### config.mk
export PLATFORM = sky130hd
export DESIGN_NAME = mem_bus_arbiter_flat
export DESIGN_NICKNAME = d
export VERILOG_FILES = /design/src/rtl/mem_bus_arbiter_if.sv /design/src/rtl/mem_bus_arbiter.sv /design/src/flat_wrapper.sv
export SDC_FILE = /design/constraint.sdc
export NUM_CORES = 1
export LEC_CHECK = 0
export ABC_CLOCK_PERIOD_IN_PS = 1600
export BUFFER_PORTS_ARGS = -buffer_cell sky130_fd_sc_hd__buf_2
export CELL_PAD_IN_SITES_DETAIL_PLACEMENT = 0
export CELL_PAD_IN_SITES_GLOBAL_PLACEMENT = 1
export CORE_ASPECT_RATIO = 1.2
export CORE_MARGIN = 2
export CORE_UTILIZATION = 30
export CTS_CLUSTER_SIZE = 16
export DETAILED_ROUTE_END_ITERATION = 10
export PLACE_DENSITY = 0.76
export SKIP_LAST_GASP = 1
export SLEW_MARGIN = 20
export SYNTH_ARGS = -nofsm -noshare
export SYNTH_HDL_FRONTEND = slang
export SYNTH_SLANG_ARGS = --single-unit
### constraint.sdc
create_clock -name clk -period 1.6 [get_ports clk]
set_input_delay 0.4 -clock clk [delete_from_list [all_inputs] [get_ports clk]]
set_output_delay 0.4 -clock clk [all_outputs]
set_load 0.005 [all_outputs]
### src/rtl/mem_bus_arbiter_if.sv
// Signal bundle between the IF/MEM pipeline stages, the external SRAM-like bus
// and the arbiter. The arbiter uses the master view; stages and memory use slave.
interface mem_bus_arbiter_if #(
    parameter int ADDR_W = 32,
    parameter int DATA_W = 32
);
    localparam int SEL_W = DATA_W / 8;

    logic              if_req_i;
    logic [ADDR_W-1:0] if_addr_i;
    logic              if_flush_i;
    logic [DATA_W-1:0] if_rdata_o;
    logic              if_done_o;
    logic              if_stallreq_o;

    logic              mem_req_i;
    logic              mem_we_i;
    logic [SEL_W-1:0]  mem_sel_i;
    logic [ADDR_W-1:0] mem_addr_i;
    logic [DATA_W-1:0] mem_wdata_i;
    logic [DATA_W-1:0] mem_rdata_o;
    logic              mem_done_o;
    logic              mem_stallreq_o;

    logic              bus_req_o;
    logic              bus_wr_o;
    logic [SEL_W-1:0]  bus_wstrb_o;
    logic [ADDR_W-1:0] bus_addr_o;
    logic [DATA_W-1:0] bus_wdata_o;
    logic              bus_addr_ok_i;
    logic              bus_data_ok_i;
    logic [DATA_W-1:0] bus_rdata_i;

    modport master (
        input  if_req_i, if_addr_i, if_flush_i,
        output if_rdata_o, if_done_o, if_stallreq_o,
        input  mem_req_i, mem_we_i, mem_sel_i, mem_addr_i, mem_wdata_i,
        output mem_rdata_o, mem_done_o, mem_stallreq_o,
        output bus_req_o, bus_wr_o, bus_wstrb_o, bus_addr_o, bus_wdata_o,
        input  bus_addr_ok_i, bus_data_ok_i, bus_rdata_i
    );

    modport slave (
        output if_req_i, if_addr_i, if_flush_i,
        input  if_rdata_o, if_done_o, if_stallreq_o,
        output mem_req_i, mem_we_i, mem_sel_i, mem_addr_i, mem_wdata_i,
        input  mem_rdata_o, mem_done_o, mem_stallreq_o,
        input  bus_req_o, bus_wr_o, bus_wstrb_o, bus_addr_o, bus_wdata_o,
        output bus_addr_ok_i, bus_data_ok_i, bus_rdata_i
    );
endinterface

### src/rtl/mem_bus_arbiter.sv
// Shares one external memory bus between instruction fetch and load/store,
// one transaction at a time, MEM stage first.
module mem_bus_arbiter #(
    parameter int ADDR_W = 32,
    parameter int DATA_W = 32
) (
    input logic               clk,
    input logic               rst,
    mem_bus_arbiter_if.master bus_if
);
    localparam int SEL_W = DATA_W / 8;

    typedef enum logic [1:0] {IDLE, ADDR, DATA, DONE} state_e;
    typedef enum logic [1:0] {OWN_NONE, OWN_IF, OWN_MEM} owner_e;

    state_e            state_q, state_d;
    owner_e            owner_q, owner_d;
    logic              cancel_q, cancel_d;
    logic [ADDR_W-1:0] addr_q, addr_d;
    logic              we_q, we_d;
    logic [SEL_W-1:0]  sel_q, sel_d;
    logic [DATA_W-1:0] wdata_q, wdata_d;
    logic [DATA_W-1:0] if_rdata_q, if_rdata_d;
    logic [DATA_W-1:0] mem_rdata_q, mem_rdata_d;

    always_ff @(posedge clk) begin
        if (rst) begin
            state_q     <= IDLE;
            owner_q     <= OWN_NONE;
            cancel_q    <= 1'b0;
            addr_q      <= '0;
            we_q        <= 1'b0;
            sel_q       <= '0;
            wdata_q     <= '0;
            if_rdata_q  <= '0;
            mem_rdata_q <= '0;
        end else begin
            state_q     <= state_d;
            owner_q     <= owner_d;
            cancel_q    <= cancel_d;
            addr_q      <= addr_d;
            we_q        <= we_d;
            sel_q       <= sel_d;
            wdata_q     <= wdata_d;
            if_rdata_q  <= if_rdata_d;
            mem_rdata_q <= mem_rdata_d;
        end
    end

    always_comb begin
        state_d     = state_q;
        owner_d     = owner_q;
        cancel_d    = cancel_q;
        addr_d      = addr_q;
        we_d        = we_q;
        sel_d       = sel_q;
        wdata_d     = wdata_q;
        if_rdata_d  = if_rdata_q;
        mem_rdata_d = mem_rdata_q;

        // A redirect only marks the fetch; the bus transaction itself runs to completion.
        if (bus_if.if_flush_i && (owner_q == OWN_IF) && (state_q != IDLE)) begin
            cancel_d = 1'b1;
        end

        unique case (state_q)
            IDLE: begin
                if (bus_if.mem_req_i) begin
                    state_d  = ADDR;
                    owner_d  = OWN_MEM;
                    cancel_d = 1'b0;
                    addr_d   = bus_if.mem_addr_i;
                    we_d     = bus_if.mem_we_i;
                    sel_d    = bus_if.mem_sel_i;
                    wdata_d  = bus_if.mem_wdata_i;
                end else if (bus_if.if_req_i && !bus_if.if_flush_i) begin
                    state_d  = ADDR;
                    owner_d  = OWN_IF;
                    cancel_d = 1'b0;
                    addr_d   = bus_if.if_addr_i;
                    we_d     = 1'b0;
                    sel_d    = '0;
                    wdata_d  = '0;
                end
            end
            ADDR: begin
                if (bus_if.bus_addr_ok_i) begin
                    state_d = DATA;
                end
            end
            DATA: begin
                if (bus_if.bus_data_ok_i) begin
                    state_d = DONE;
                    // A flush arriving with the data already counts, so cancelled data never lands.
                    if (!we_q && (owner_q == OWN_MEM)) begin
                        mem_rdata_d = bus_if.bus_rdata_i;
                    end else if (!we_q && (owner_q == OWN_IF) && !cancel_d) begin
                        if_rdata_d = bus_if.bus_rdata_i;
                    end
                end
            end
            DONE: begin
                state_d = IDLE;
                owner_d = OWN_NONE;
            end
            default: begin
                state_d = IDLE;
            end
        endcase
    end

    assign bus_if.bus_req_o      = (state_q == ADDR);
    assign bus_if.bus_wr_o       = we_q;
    assign bus_if.bus_wstrb_o    = we_q ? sel_q : '0;
    assign bus_if.bus_addr_o     = addr_q;
    assign bus_if.bus_wdata_o    = wdata_q;

    assign bus_if.if_done_o      = (state_q == DONE) && (owner_q == OWN_IF) && !cancel_q;
    assign bus_if.mem_done_o     = (state_q == DONE) && (owner_q == OWN_MEM);
    assign bus_if.if_rdata_o     = if_rdata_q;
    assign bus_if.mem_rdata_o    = mem_rdata_q;

    assign bus_if.if_stallreq_o  = bus_if.if_req_i & ~bus_if.if_done_o;
    assign bus_if.mem_stallreq_o = bus_if.mem_req_i & ~bus_if.mem_done_o;
endmodule

### src/flat_wrapper.sv
// flat-port wrapper written by rule: the top's interface ports become plain ports
module mem_bus_arbiter_flat 
#(
    parameter int ADDR_W = 32,
    parameter int DATA_W = 32
)
  (clk, rst, bus_if_if_req_i, bus_if_if_addr_i, bus_if_if_flush_i, bus_if_if_rdata_o, bus_if_if_done_o, bus_if_if_stallreq_o, bus_if_mem_req_i, bus_if_mem_we_i, bus_if_mem_sel_i, bus_if_mem_addr_i, bus_if_mem_wdata_i, bus_if_mem_rdata_o, bus_if_mem_done_o, bus_if_mem_stallreq_o, bus_if_bus_req_o, bus_if_bus_wr_o, bus_if_bus_wstrb_o, bus_if_bus_addr_o, bus_if_bus_wdata_o, bus_if_bus_addr_ok_i, bus_if_bus_data_ok_i, bus_if_bus_rdata_i);
  mem_bus_arbiter_if #(.ADDR_W(ADDR_W), .DATA_W(DATA_W)) bus_if_i ();
  input logic clk;
  input logic rst;
  input wire logic [$bits(bus_if_i.if_req_i)-1:0] bus_if_if_req_i;
  input wire logic [$bits(bus_if_i.if_addr_i)-1:0] bus_if_if_addr_i;
  input wire logic [$bits(bus_if_i.if_flush_i)-1:0] bus_if_if_flush_i;
  output wire logic [$bits(bus_if_i.if_rdata_o)-1:0] bus_if_if_rdata_o;
  output wire logic [$bits(bus_if_i.if_done_o)-1:0] bus_if_if_done_o;
  output wire logic [$bits(bus_if_i.if_stallreq_o)-1:0] bus_if_if_stallreq_o;
  input wire logic [$bits(bus_if_i.mem_req_i)-1:0] bus_if_mem_req_i;
  input wire logic [$bits(bus_if_i.mem_we_i)-1:0] bus_if_mem_we_i;
  input wire logic [$bits(bus_if_i.mem_sel_i)-1:0] bus_if_mem_sel_i;
  input wire logic [$bits(bus_if_i.mem_addr_i)-1:0] bus_if_mem_addr_i;
  input wire logic [$bits(bus_if_i.mem_wdata_i)-1:0] bus_if_mem_wdata_i;
  output wire logic [$bits(bus_if_i.mem_rdata_o)-1:0] bus_if_mem_rdata_o;
  output wire logic [$bits(bus_if_i.mem_done_o)-1:0] bus_if_mem_done_o;
  output wire logic [$bits(bus_if_i.mem_stallreq_o)-1:0] bus_if_mem_stallreq_o;
  output wire logic [$bits(bus_if_i.bus_req_o)-1:0] bus_if_bus_req_o;
  output wire logic [$bits(bus_if_i.bus_wr_o)-1:0] bus_if_bus_wr_o;
  output wire logic [$bits(bus_if_i.bus_wstrb_o)-1:0] bus_if_bus_wstrb_o;
  output wire logic [$bits(bus_if_i.bus_addr_o)-1:0] bus_if_bus_addr_o;
  output wire logic [$bits(bus_if_i.bus_wdata_o)-1:0] bus_if_bus_wdata_o;
  input wire logic [$bits(bus_if_i.bus_addr_ok_i)-1:0] bus_if_bus_addr_ok_i;
  input wire logic [$bits(bus_if_i.bus_data_ok_i)-1:0] bus_if_bus_data_ok_i;
  input wire logic [$bits(bus_if_i.bus_rdata_i)-1:0] bus_if_bus_rdata_i;
  assign bus_if_i.if_req_i = bus_if_if_req_i;
  assign bus_if_i.if_addr_i = bus_if_if_addr_i;
  assign bus_if_i.if_flush_i = bus_if_if_flush_i;
  assign bus_if_if_rdata_o = bus_if_i.if_rdata_o;
  assign bus_if_if_done_o = bus_if_i.if_done_o;
  assign bus_if_if_stallreq_o = bus_if_i.if_stallreq_o;
  assign bus_if_i.mem_req_i = bus_if_mem_req_i;
  assign bus_if_i.mem_we_i = bus_if_mem_we_i;
  assign bus_if_i.mem_sel_i = bus_if_mem_sel_i;
  assign bus_if_i.mem_addr_i = bus_if_mem_addr_i;
  assign bus_if_i.mem_wdata_i = bus_if_mem_wdata_i;
  assign bus_if_mem_rdata_o = bus_if_i.mem_rdata_o;
  assign bus_if_mem_done_o = bus_if_i.mem_done_o;
  assign bus_if_mem_stallreq_o = bus_if_i.mem_stallreq_o;
  assign bus_if_bus_req_o = bus_if_i.bus_req_o;
  assign bus_if_bus_wr_o = bus_if_i.bus_wr_o;
  assign bus_if_bus_wstrb_o = bus_if_i.bus_wstrb_o;
  assign bus_if_bus_addr_o = bus_if_i.bus_addr_o;
  assign bus_if_bus_wdata_o = bus_if_i.bus_wdata_o;
  assign bus_if_i.bus_addr_ok_i = bus_if_bus_addr_ok_i;
  assign bus_if_i.bus_data_ok_i = bus_if_bus_data_ok_i;
  assign bus_if_i.bus_rdata_i = bus_if_bus_rdata_i;
  mem_bus_arbiter #(.ADDR_W(ADDR_W), .DATA_W(DATA_W)) u_core (.clk(clk), .rst(rst), .bus_if(bus_if_i));
endmodule
# After elaboration in Yosys (flattened, before gate mapping)
# Cells that the tools add are included.
[classes]
add_sub_neg = 0
n_mul = 0
div = 0
magnitude_cmp = 0
n_eq_ne = 8
shifts = 0
mux = 20
bitwise = 5
n_reduce_logical = 22
[ops]
columns = ["operator", "count"]
rows = [
  ["$mux 32", 4],
  ["$mux 4", 3],
  ["$mux 2", 5],
  ["$logic_and 1x1->1", 9],
  ["$pmux 2 s4", 1],
  ["$eq 2x2->1 const B", 3],
  ["$mux 1", 6],
  ["$reduce_and 3->1", 2],
  ["$reduce_bool 2->1", 3],
  ["$eq 2x1->1 const B", 2],
  ["$logic_not 1->1", 4],
  ["$pmux 2 s2", 1],
  ["$reduce_and 2->1", 2],
  ["$reduce_and 4->1", 1],
  ["$ne 3x2->1 const B", 1],
  ["$not 1->1", 3],
  ["$and 1x1->1", 2],
  ["$logic_not 2->1", 1],
  ["$ne 2x1->1 const B", 1],
  ["$ne 2x2->1 const B", 1],
]
[word_totals]
register_bits = 138
latchBits = 0
ram_bits = 0
rom_bits = 0
inputBits = 140
wordCells = 64
mem_count = 0

# Longest topological paths before layout
# Gate-level depths: netlist of run 1.
[depth]
word_depth = 7
ltp_mapped = 7
ltp_nobuf = 5

# Least setup slack after synthesis of run 1
# No wires, ideal clock.
[synth_path]
path_kind = "reg-to-reg"
startpoint = "register u_core.state_q[0]"
endpoint = "register u_core.if_rdata_q[10] (netlist: u_core.bus_if.if_rdata_o[10])"
t_arrival_ns = 1.556
required_time_ns = 1.482
slack_ns = -0.074
stages_incl_launch_ff = 8
path_buffers = 2
period_less_slack_ns = 1.674
path_cell_list = "dfxtp_1 inv_1 ha_1 nand3b_4 or4_4 buf_6 buf_12 mux2i_1"
[synth_between]
elab_chain_cells = 6
word_cells_on_any_way = 7
classes_between = "eq/ne: 1; mux: 1; reduce/logical: 5"
[synth_rtl]
columns = ["item", "line_no", "text"]
rows = [
  ["from (decl)", "mem_bus_arbiter.sv:16", "state_e state_q, state_d;"],
  ["from (signal assigned)", "mem_bus_arbiter.sv:38", "state_q <= state_d;"],
  ["$reduce_bool 2->1", "mem_bus_arbiter.sv:62", "if (bus_if.if_flush_i && (owner_q == OWN_IF) && (state_q != IDLE)) begin"],
  ["$logic_and 1x1->1", "mem_bus_arbiter.sv:62", ""],
  ["$mux 1", "mem_bus_arbiter.sv:62", ""],
  ["$logic_not 1->1", "mem_bus_arbiter.sv:97", "end else if (!we_q && (owner_q == OWN_IF) && !cancel_d) begin"],
  ["$logic_and 1x1->1", "mem_bus_arbiter.sv:97", ""],
  ["$reduce_and 4->1 (no source line) *", "--", ""],
  ["to (signal assigned)", "mem_bus_arbiter.sv:45", "if_rdata_q <= if_rdata_d;"],
  ["to (decl)", "mem_bus_arbiter.sv:23", "logic [DATA_W-1:0] if_rdata_q, if_rdata_d;"],
]
# Mark *: on every way between the ends. The rest lies on a longest branch, timed or not.
# A chain may end at the register's enable or synchronous reset.

# Worst setup path after layout of run 1
[layout_path]
startpoint = "register u_core.state_q[0]"
endpoint = "register u_core.if_rdata_q[27] (netlist: u_core.bus_if.if_rdata_o[27])"
# Same word-level chain as after synthesis.

==> results.tsv, run 1 <==
metric	value	unit
worst path cell trace	buf_6, inv_4, ha_4, nand3b_4, or4_4, buf_16, mux2i_1	
CP top delay family	simple AND/OR/NAND/NOR gates	
Non-Filler Instances	1047	
layout filler cell count	1804	
post-detailed-routing wire length	16.2	mm
most common cell in the netlist	dfxtp_1	
Clk pin slew, worst setup/hold paths	0.06	ns
kind of critical path	reg -> reg	
Final Hold Vio Count	0	
met3 Use GR	4.24	%
1st-pass router iterations	5	
Crit. End Element	register	
critical path's slowest cell	or4_4	
CP Data Required Time	1.89	ns
Hold-fix buffers, CTS	0	
fmax	566	MHz
synth warn	0	
via count	5024	
CTS tree	yes	
max-slew violation count	0	
syn_area_per_cell	10.7	um2
initial core utilization	30.7	%
Crit path buffers/inverters	3	
met2 Use GR	25.6	%
Final setup viols	69	
number of synthesized flops with an enable pin	0	
post-route setup slack	-0.168	ns
syn_nets	669	
grt met1 use	18.1	%
Slew @ Worst Pin	0.305	ns
design area	8280	um2
initial drt markers	197	
Multi-input gate area	2650	um2
global routing's busiest layer	met2	
PD cells	1390	nW/um2
clock sinks	138	
Setup WS pre-CTS	-0.0250	ns
#FFs+latches synth	138	
Bufs on Longest Clock Path	2	
hpwl dp	10.9	mm
share of the synthesized area in the top cell type	49.4	%
main flop type after synthesis	dfxtp_1	
Yosys cell types	32	
cell taking the most area after synthesis	dfxtp_1	
vias per cell	4.80	
Overflow after GRT	0	
peak supply drop	0.000807	V
area of the core	18200	um2
RePlAce Congestion	0.753	
Leakage	4.31	nW
async set-reset flop share out of synthesis	0	%
Synth Instances	525	
Final min period	1.77	ns
relative slew slack	79.7	%
Hold Path Class	in -> reg	
top cells by area, synth	dfxtp_1 49%, mux2i_1 17%, a32o_1 6.6%	
outcome	complete, but fails checks	
Cell Area, Placed	7370	um2
Die Y	154	um
largest net degree at the start of global routing	67	
fin nets	955	
clk_skew	0.00807	ns
WHS	0.197	ns
H-tree levels	4	
hold path depth	2	
Tcrit/Tclk final	111	%
io pins	278	
mapped cell area	5600	um2
Max-cap violations	0	
Antenna Nets Post-Route	0	
cts bufs inserted	17	
# placed instances	1006	
Layout area overhead	47.9	%
FF/Latch Area	2770	um2
CP Max Fanout	16	
worst path arrival time	2.06	ns
die area	19800	um2
vias in the first global route	4844	
Crit. path cell count	7	
FP Rows	54	
GRT Total Usage	15.4	%
CP startpoint kind	register	
initial antenna violation count	1	
CP max stage delay	0.56	ns
average wire per standard cell	15.4	um
failing checks	negative setup slack	
FF-to-FF path depth	7	
most instantiated cells after synthesis	138 x dfxtp_1, 98 x nand2_1, 97 x mux2i_1	
RSZ-0062 raised after global routing	yes	
Clk Latency, worst-skew pair	0.41	ns
port bufs	277	
post-synthesis sequential area ratio	49.4	%
width of the die	129	um
# DRC	0	
Clock Tree Root	clkbuf_16	
first-pass GRT wire length	24.4	mm
Final Power	11.5	mW
layout cells sized above 1	45.0	%
-- cell type report --
| class | instances | share of cell area [%] |
|---|---|---|
| diodes | 1 | 0.0302 |
| clock buffers | 20 | 5.64 |
| clock inverters | 10 | 1.74 |
| inverters | 5 | 0.287 |
| multi-input cells | 331 | 32.0 |
| flip-flops and latches | 138 | 33.5 |
| well taps | 224 | 3.39 |
| repair buffers | 318 | 23.5 |
-- placed cells by master (no fill, tap or decap), drive strengths merged --
cell / synthesis / final
diode: 0 / 1
buf: 20 / 314
mux2: 1 / 1
nor2b: 7 / 7
a32o: 37 / 37
o211ai: 32 / 32
a21oi: 1 / 1
clkbuf: 31 / 24
and3: 1 / 1
and2: 4 / 4
ha: 4 / 4
o31ai: 1 / 1
clkinv: 1 / 4
o21a: 1 / 1
or4: 1 / 1
inv: 4 / 5
or3: 1 / 1
nand2b: 2 / 2
o211a: 33 / 33
nor3b: 2 / 2
dfxtp: 138 / 138
bufinv: 0 / 3
mux2i: 97 / 97
or4b: 1 / 1
a221oi: 1 / 1
o21ai: 1 / 1
clkinvlp: 0 / 3
a31oi: 1 / 1
nand2: 98 / 98
nand3b: 1 / 1
nor3: 3 / 3
-- metal layers --
metal  wire length [um]  up-vias
met5                  0        -
met4                457        0
met3               1050       28
met2               8040      191
met1               6620     2308
li1                   -     2497
-- worst reg2reg max path, delay by kind of cell, from the launching register on --
| kind | cells | cell delay (ns) |
|---|---|---|
| adder cells (fa/ha/maj) | 1 | 0.14 |
| multiplexers | 1 | 0.14 |
| flip-flops | 1 | 0.36 |
| AND/OR/NAND/NOR | 2 | 0.64 |
| buffers and inverters | 3 | 0.38 |
-- path summary, 6_finish.rpt --
kind / endpoint / startpoint / slack [ns]
worst max-delay path: u_core.bus_if.if_rdata_o[27] / u_core.state_q[0] / -0.17
worst max register to register: u_core.bus_if.if_rdata_o[27] / u_core.state_q[0] / -0.17
worst min-delay path: u_core.bus_if.bus_wdata_o[30] / bus_if_mem_wdata_i[30] / 0.20
worst min register to register: u_core.bus_if.mem_rdata_o[7] / u_core.bus_if.mem_rdata_o[7] / 0.45
-- report_power, final --
part / leakage (nW) / internal [mW] / switching (mW) / total (mW)
combinational: 2.90 / 1.64 / 1.59 / 3.23
sequential: 1.13 / 4.01 / 0.273 / 4.28
clock: 0.290 / 2.56 / 1.47 / 4.03
total: 4.31 / 8.21 / 3.33 / 11.5
-- metrics by stage --
stage / setup TNS [ns] / utilization (%)
after floorplan: 0 / -
after global placement: -0.175 / 40.4
after detailed placement: -0.638 / 40.4
after CTS: -9.77 / 44.0
after global routing: -14.03 / 45.4
final: -8.45 / 45.4
-- flip-flops by register name, summed over array words and instances, names as in the netlist --
name,count
u_core.bus_if.bus_addr_o,32
u_core.cancel_q,1
u_core.bus_if.mem_rdata_o,32
u_core.bus_if.if_rdata_o,32
u_core.bus_if.bus_wr_o,1
u_core.owner_q,2
u_core.bus_if.bus_wdata_o,32
u_core.sel_q,4
u_core.state_q,2
-- kinds of logic after synthesis --
logic type	Yosys count	share of synthesized area, %
flops	138	49.4
simple gates	121	9.62
mux	98	17.6
fa+ha+maj	4	0.894
buf+inv	56	4.96
compound gates	108	17.6
-- timing repair --
| action | CTS | global route |
|---|---|---|
| cloned | 0 | 7 |
| gates resized for setup | 7 | 27 |
| endpoints found under the hold margin | 0 | 0 |
| setup endpoints to repair | 37 | 143 |
| pin swaps | 1 | 0 |
| setup buffers | 3 | 2 |
Note: power is estimated with default switching activity, not from simulation.
==> inputs of run 2 (changes only) <==
--- a/config.mk
+++ b/config.mk
@@ -14,7 +14,9 @@
 export CORE_UTILIZATION = 30
 export CTS_CLUSTER_SIZE = 16
 export DETAILED_ROUTE_END_ITERATION = 10
+export GPL_TIMING_DRIVEN = 0
 export PLACE_DENSITY = 0.76
+export SETUP_SLACK_MARGIN = 0.05
 export SKIP_LAST_GASP = 1
 export SLEW_MARGIN = 20
 export SYNTH_ARGS = -nofsm -noshare
==> run 2 against run 1 <==
Clock skew hardly changed. Maximum frequency is 0.74% lower. Critical endpoint is now u_core.bus_if.if_rdata_o[15]. Routed wire length is 8.5% higher. The run still ends with negative setup slack left. Register-to-register slack hardly changed. Combinational power is 6% higher. Critical path type unchanged. Cell count is 3.0% higher.
==> results.tsv, run 2 (synthesized netlist as in run 1, its figures left out) <==
metric	value	unit	change
Final setup viols	47		-32%
worst path cell trace	buf_6, ha_4, nand3b_4, or4_4, buf_12, clkbuf_16, mux2i_1		
clock sinks	138		unchanged
FF/Latch Area	2780	um2	+0.18%
Multi-input gate area	2680	um2	+1.2%
Layout Utilization	46.1	%	+0.76 points
post-detailed-routing wire length	17.5	mm	+8.5%
GRT Total Usage	17.4	%	+2.0 points
first-pass GRT wire length	27.5	mm	+13%
initial drt markers	176		-11%
Layout area overhead	50.4	%	
CP top delay family	simple AND/OR/NAND/NOR gates		
clk_skew	0.00792	ns	-0.000155 ns
average wire per standard cell	16.3	um	+5.4%
post-route setup slack	-0.182	ns	-0.0132 ns
CP Max Fanout	8		-8
port bufs	276		-0.36%
vias in the first global route	5293		+9.3%
largest net degree at the start of global routing	17		-75%
Antenna Nets Post-Route	0		unchanged
Final Power	11.7	mW	+1.4%
initial antenna violation count	1		unchanged
max-slew violation count	0		unchanged
CP max stage delay	0.53	ns	-0.03 ns
layout filler cell count	1812		+0.44%
most frequent cells in the layout	281 x buf_2, 134 x dfxtp_1, 98 x nand2_1, 97 x mux2i_1, 37 x a32o_1		
worst path arrival time	2.08	ns	+0.02 ns
hpwl dp	12.7	mm	+17%
Overflow after GRT	0		unchanged
Bufs on Longest Clock Path	2		unchanged
initial core utilization	30.7	%	unchanged
TNS Setup	-5.56	ns	+2.89 ns
Die Y	154	um	unchanged
1st-pass router iterations	7		+2
Met1 Wirelength	7.35	mm	+11%
Clock Tree Root	clkbuf_16		
via count	5182		+3.1%
PD cells	1390	nW/um2	-0.23%
Hold Path Class	in -> reg		
RePlAce Congestion	0.758		+0.64%
most common cell after layout, fill and taps aside	buf_2		
CP Data Required Time	1.90	ns	about the same
Slew @ Worst Pin	0.566	ns	+0.262 ns
H-tree levels	4		unchanged
fin nets	984		+3.0%
highest routed metal layer	met4		
failing checks	negative setup slack		
Setup WS pre-CTS	-0.471	ns	-0.446 ns
RSZ-0062 raised after global routing	yes		
Clk pin slew, worst setup/hold paths	0.06	ns	about the same
FP Rows	54		unchanged
vias per cell	4.81		+0.18%
peak supply drop	0.000711	V	-12%
relative slew slack	62.2	%	-17 points
cts bufs inserted	17		unchanged
fmax	561	MHz	-0.74%
width of the die	129	um	unchanged
Crit. End Element	register		
outcome	complete, but fails checks		
Tcrit/Tclk final	111	%	+0.83 points
critical path's slowest cell	or4_4		
# DRC	0		unchanged
CP startpoint kind	register		
layout cells sized above 1	44.8	%	-0.23 points
Final Hold Vio Count	0		unchanged
io pins	278		unchanged
met2 WL post-DR	8.82	mm	+9.7%
Crit path buffers/inverters	3		unchanged
Max-cap violations	0		unchanged
area of the core	18200	um2	unchanged
Final min period	1.78	ns	+0.0132 ns
Clk Latency, worst-skew pair	0.41	ns	about the same
die area	19800	um2	unchanged
kind of critical path	reg -> reg		
WL met3	1.02	mm	-2.6%
Leakage	4.38	nW	+1.6%
CTS tree	yes		
==> run 2: changes by cell type in the layout (fill, tap and decap cells not counted), sizes merged <==
| cell | before | now |
|---|---|---|
| bufinv | 3 | 2 |
| clkbuf | 24 | 50 |
| clkinv | 4 | 8 |
| clkinvlp | 3 | 2 |
| inv | 5 | 8 |
==> run 2: path summary, 6_finish.rpt <==
path                                              startpoint                             to  slack [ns]  depth (start not counted)
worst min-delay path                  bus_if_mem_wdata_i[26]  u_core.bus_if.bus_wdata_o[26]        0.20                          2
worst min register to register  u_core.bus_if.if_rdata_o[17]   u_core.bus_if.if_rdata_o[17]        0.45                          2
worst max register to register             u_core.state_q[1]   u_core.bus_if.if_rdata_o[15]       -0.18                          7
worst max-delay path                       u_core.state_q[1]   u_core.bus_if.if_rdata_o[15]       -0.18                          7
==> run 2: power breakdown <==
group          total (mW)  switching [mW]  leakage (nW)  internal, mW
Clock                3.95            1.62         0.286          2.33
Sequential           4.34           0.324          1.13          4.01
Combinational        3.42            1.65          2.97          1.77
==> run 2: per-stage QoR <==
step	instances	hold slack, ns	area, um2
floorplan	525	0.451	5620
global placement	1025	0.440	7280
detailed placement	1025	0.448	7280
CTS	1068	0.170	8150
global route	1078	0.170	8420
finish	1078	0.195	8420
==> run 2: area by class of cell <==
cell class | count | share of cell area, %
Clock inverter | 15 | 1.98
Multi-Input combinational cell | 331 | 31.8
Clock buffer | 17 | 5.05
Tap cell | 224 | 3.33
Timing Repair Buffer | 297 | 19.6
Antenna cell | 1 | 0.0297
Inverter | 5 | 0.282
Sequential cell | 138 | 33.0
Buffer | 50 | 4.91
==> run 2: metal layers <==
layer | global-route usage, % | up-vias
met2 | 30.2 | 175
met1 | 20.2 | 2437
met5 | 0 | -
li1 | - | 2550
met4 | 6.11 | 0
met3 | 5.08 | 20
==> run 2: what timing repair did <==
action,4_1_cts,5_1_grt
pin swaps,2,7
buffers inserted,10,4
hold buffers,0,0
resized for setup,61,34
setup endpoints to repair,145,125
cloned,1,6
==> inputs of run 3 (changes only) <==
--- a/config.mk
+++ b/config.mk
@@ -15,7 +15,7 @@
 export CTS_CLUSTER_SIZE = 16
 export DETAILED_ROUTE_END_ITERATION = 10
 export GPL_TIMING_DRIVEN = 0
-export PLACE_DENSITY = 0.76
+export PLACE_DENSITY = 0.8
 export SETUP_SLACK_MARGIN = 0.05
 export SKIP_LAST_GASP = 1
 export SLEW_MARGIN = 20
==> run 3 against run 2 <==
The flow still finishes with violations (negative setup slack). Die area stayed put. Combinational power is 20% higher. Total power is 7.9% higher. Via count is 1.1% higher. Count of clock-buffer cells in the layout is 1 higher. Register-to-register slack better by 0.02 ns. First-iteration DRC count is 5.1% lower. Sequential share of layout area is 1.3 points lower. Highest routed layer unchanged.
==> results.tsv, run 3 (synthesized netlist as in run 1, its figures left out) <==
metric	value	unit	change
WHS	0.189	ns	-0.00647 ns
io pins	278		unchanged
clock sinks	138		unchanged
PD cells	1440	nW/um2	+3.5%
hpwl dp	12.5	mm	-1.9%
Switching Fraction	30.1	%	-0.69 points
RePlAce Congestion	0.739		-2.5%
FF/Latch Area	2780	um2	unchanged
worst path cell trace	ha_4, nor3b_4, nor2b_1, buf_2		
largest net degree at the start of global routing	17		unchanged
average wire per standard cell	16.4	um	+0.58%
critical path's slowest cell	dfxtp_4		
via count	5239		+1.1%
peak supply drop	0.000767	V	+7.9%
Leakage	4.54	nW	+3.6%
failing checks	negative setup slack		
Hold Path Class	in -> reg		
Layout area overhead	56.8	%	
Overflow after GRT	0		unchanged
Bufs on Longest Clock Path	2		unchanged
Clk pin slew, worst setup/hold paths	0.07	ns	about the same
Clock power frac	33.2	%	-0.5 points
Non-Filler Instances	1091		+1.2%
Antenna Nets Post-Route	0		unchanged
# placed instances	1025		unchanged
initial antenna violation count	2		+1
relative slew slack	65.0	%	+2.8 points
Tcrit/Tclk final	111	%	-0.80 points
CP startpoint kind	register		
Setup WS pre-CTS	-0.497	ns	-0.0255 ns
max-slew violation count	0		unchanged
Pint	8.83	mW	+9.0%
NetSw	3.79	mW	+5.5%
power share of the sequential group	34.3	%	-2.8 points
Clock Tree Root	clkbuf_16		
post-detailed-routing wire length	17.9	mm	+1.8%
area of the core	18200	um2	unchanged
vias in the first global route	5385		+1.7%
proportion of power drawn by combinational gates	32.5	%	+3.3 points
width of the die	129	um	unchanged
layout cells sized above 1	46.3	%	+1.5 points
Final min period	1.77	ns	-0.0128 ns
GRT Total Usage	17.6	%	+0.27 points
most common cell after layout, fill and taps aside	buf_2		
port bufs	276		unchanged
Max-cap violations	0		unchanged
fin nets	997		+1.3%
Clk Latency, worst-skew pair	0.41	ns	about the same
CP max stage delay	0.38	ns	-0.15 ns
CTS tree	yes		
fmax	565	MHz	+0.73%
Final Hold Vio Count	0		unchanged
Final Power	12.6	mW	+7.9%
H-tree levels	4		unchanged
TNS Setup	-8.53	ns	-2.97 ns
most frequent cells in the layout	280 x buf_2, 134 x dfxtp_1, 98 x nand2_1, 97 x mux2i_1, 37 x a32o_1		
RSZ-0062 raised after global routing	yes		
Slew @ Worst Pin	0.523	ns	-0.0436 ns
Final setup viols	123		+160%
first-pass GRT wire length	27.7	mm	+0.58%
# DRC	0		unchanged
initial drt markers	167		-5.1%
post-route setup slack	-0.169	ns	+0.0128 ns
worst path arrival time	1.37	ns	-0.71 ns
clk_skew	0.00700	ns	-0.000916 ns
die area	19800	um2	unchanged
vias per cell	4.80		-0.10%
Multi-input gate area	2700	um2	+0.65%
Die Y	154	um	unchanged
FP Rows	54		unchanged
CP Max Fanout	4		-4
Crit. End Element	output port		
cts bufs inserted	17		unchanged
kind of critical path	reg -> out		
1st-pass router iterations	4		-3
layout filler cell count	1802		-0.55%
initial core utilization	30.7	%	unchanged
outcome	complete, but fails checks		
CP Data Required Time	1.20	ns	-0.70 ns
run 3: metrics by stage:
step / cell area, um2 / util, %
floorplan: 5620 / -
global placement: 7280 / 39.9
detailed placement: 7280 / 39.9
CTS: 8410 / 46.1
global route: 8770 / 48.1
finish: 8770 / 48.1
run 3: metal layers:
layer  GRT usage (%)  vias to the layer above  wire length, um
met5               0                        -                0
met4            5.54                        0              251
met3            5.08                       19             1220
met2            31.0                      190             9040
met1            20.5                     2450             7340
li1                -                     2580                -
run 3: critical path: cells and delay by family, from the launching register on:
family	cells	cell delay [ns]
buffers and inverters	1	0.12
adder cells (fa/ha/maj)	1	0.16
AND/OR/NAND/NOR	2	0.30
flip-flops	1	0.38
run 3: worst paths after layout:
kind                                                  start                            to  slack [ns]  depth (start not counted)
worst min-delay path                  bus_if_mem_wdata_i[5]  u_core.bus_if.bus_wdata_o[5]        0.19                          2
worst max register to register            u_core.state_q[1]   u_core.bus_if.if_rdata_o[2]       -0.16                          7
worst min register to register  u_core.bus_if.if_rdata_o[9]   u_core.bus_if.if_rdata_o[9]        0.46                          2
worst max-delay path                      u_core.state_q[0]          bus_if_if_stallreq_o       -0.17                          4
run 3: power groups by stage:
| stage | Combinational (mW) | Sequential (mW) | Clock (mW) |
|---|---|---|---|
| after global placement | 2.69 | 4.34 | 0 |
| after CTS | 3.56 | 4.32 | 4.28 |
| final | 4.10 | 4.33 | 4.19 |
| after detailed placement | 2.69 | 4.36 | 0 |
| after global routing | 4.43 | 4.40 | 4.44 |
| after floorplan | 1.50 | 4.39 | 0 |
run 3: area by class of cell:
cell class	instances	share of cell area, %
plain buffers	49	4.99
inverters	5	0.299
clock buffers	18	5.01
flip-flops and latches	138	31.6
well taps	224	3.19
repair buffers	311	22.0
diodes	1	0.0285
clock inverters	14	2.12
multi-input cells	331	30.7
run 3: timing repair:
item / 4_1_cts / 5_1_grt
cloned: 6 / 7
resized for setup: 77 / 48
hold buffers: 0 / 0
pin swaps: 7 / 39
setup buffers: 17 / 6
endpoints found under the setup margin: 145 / 141
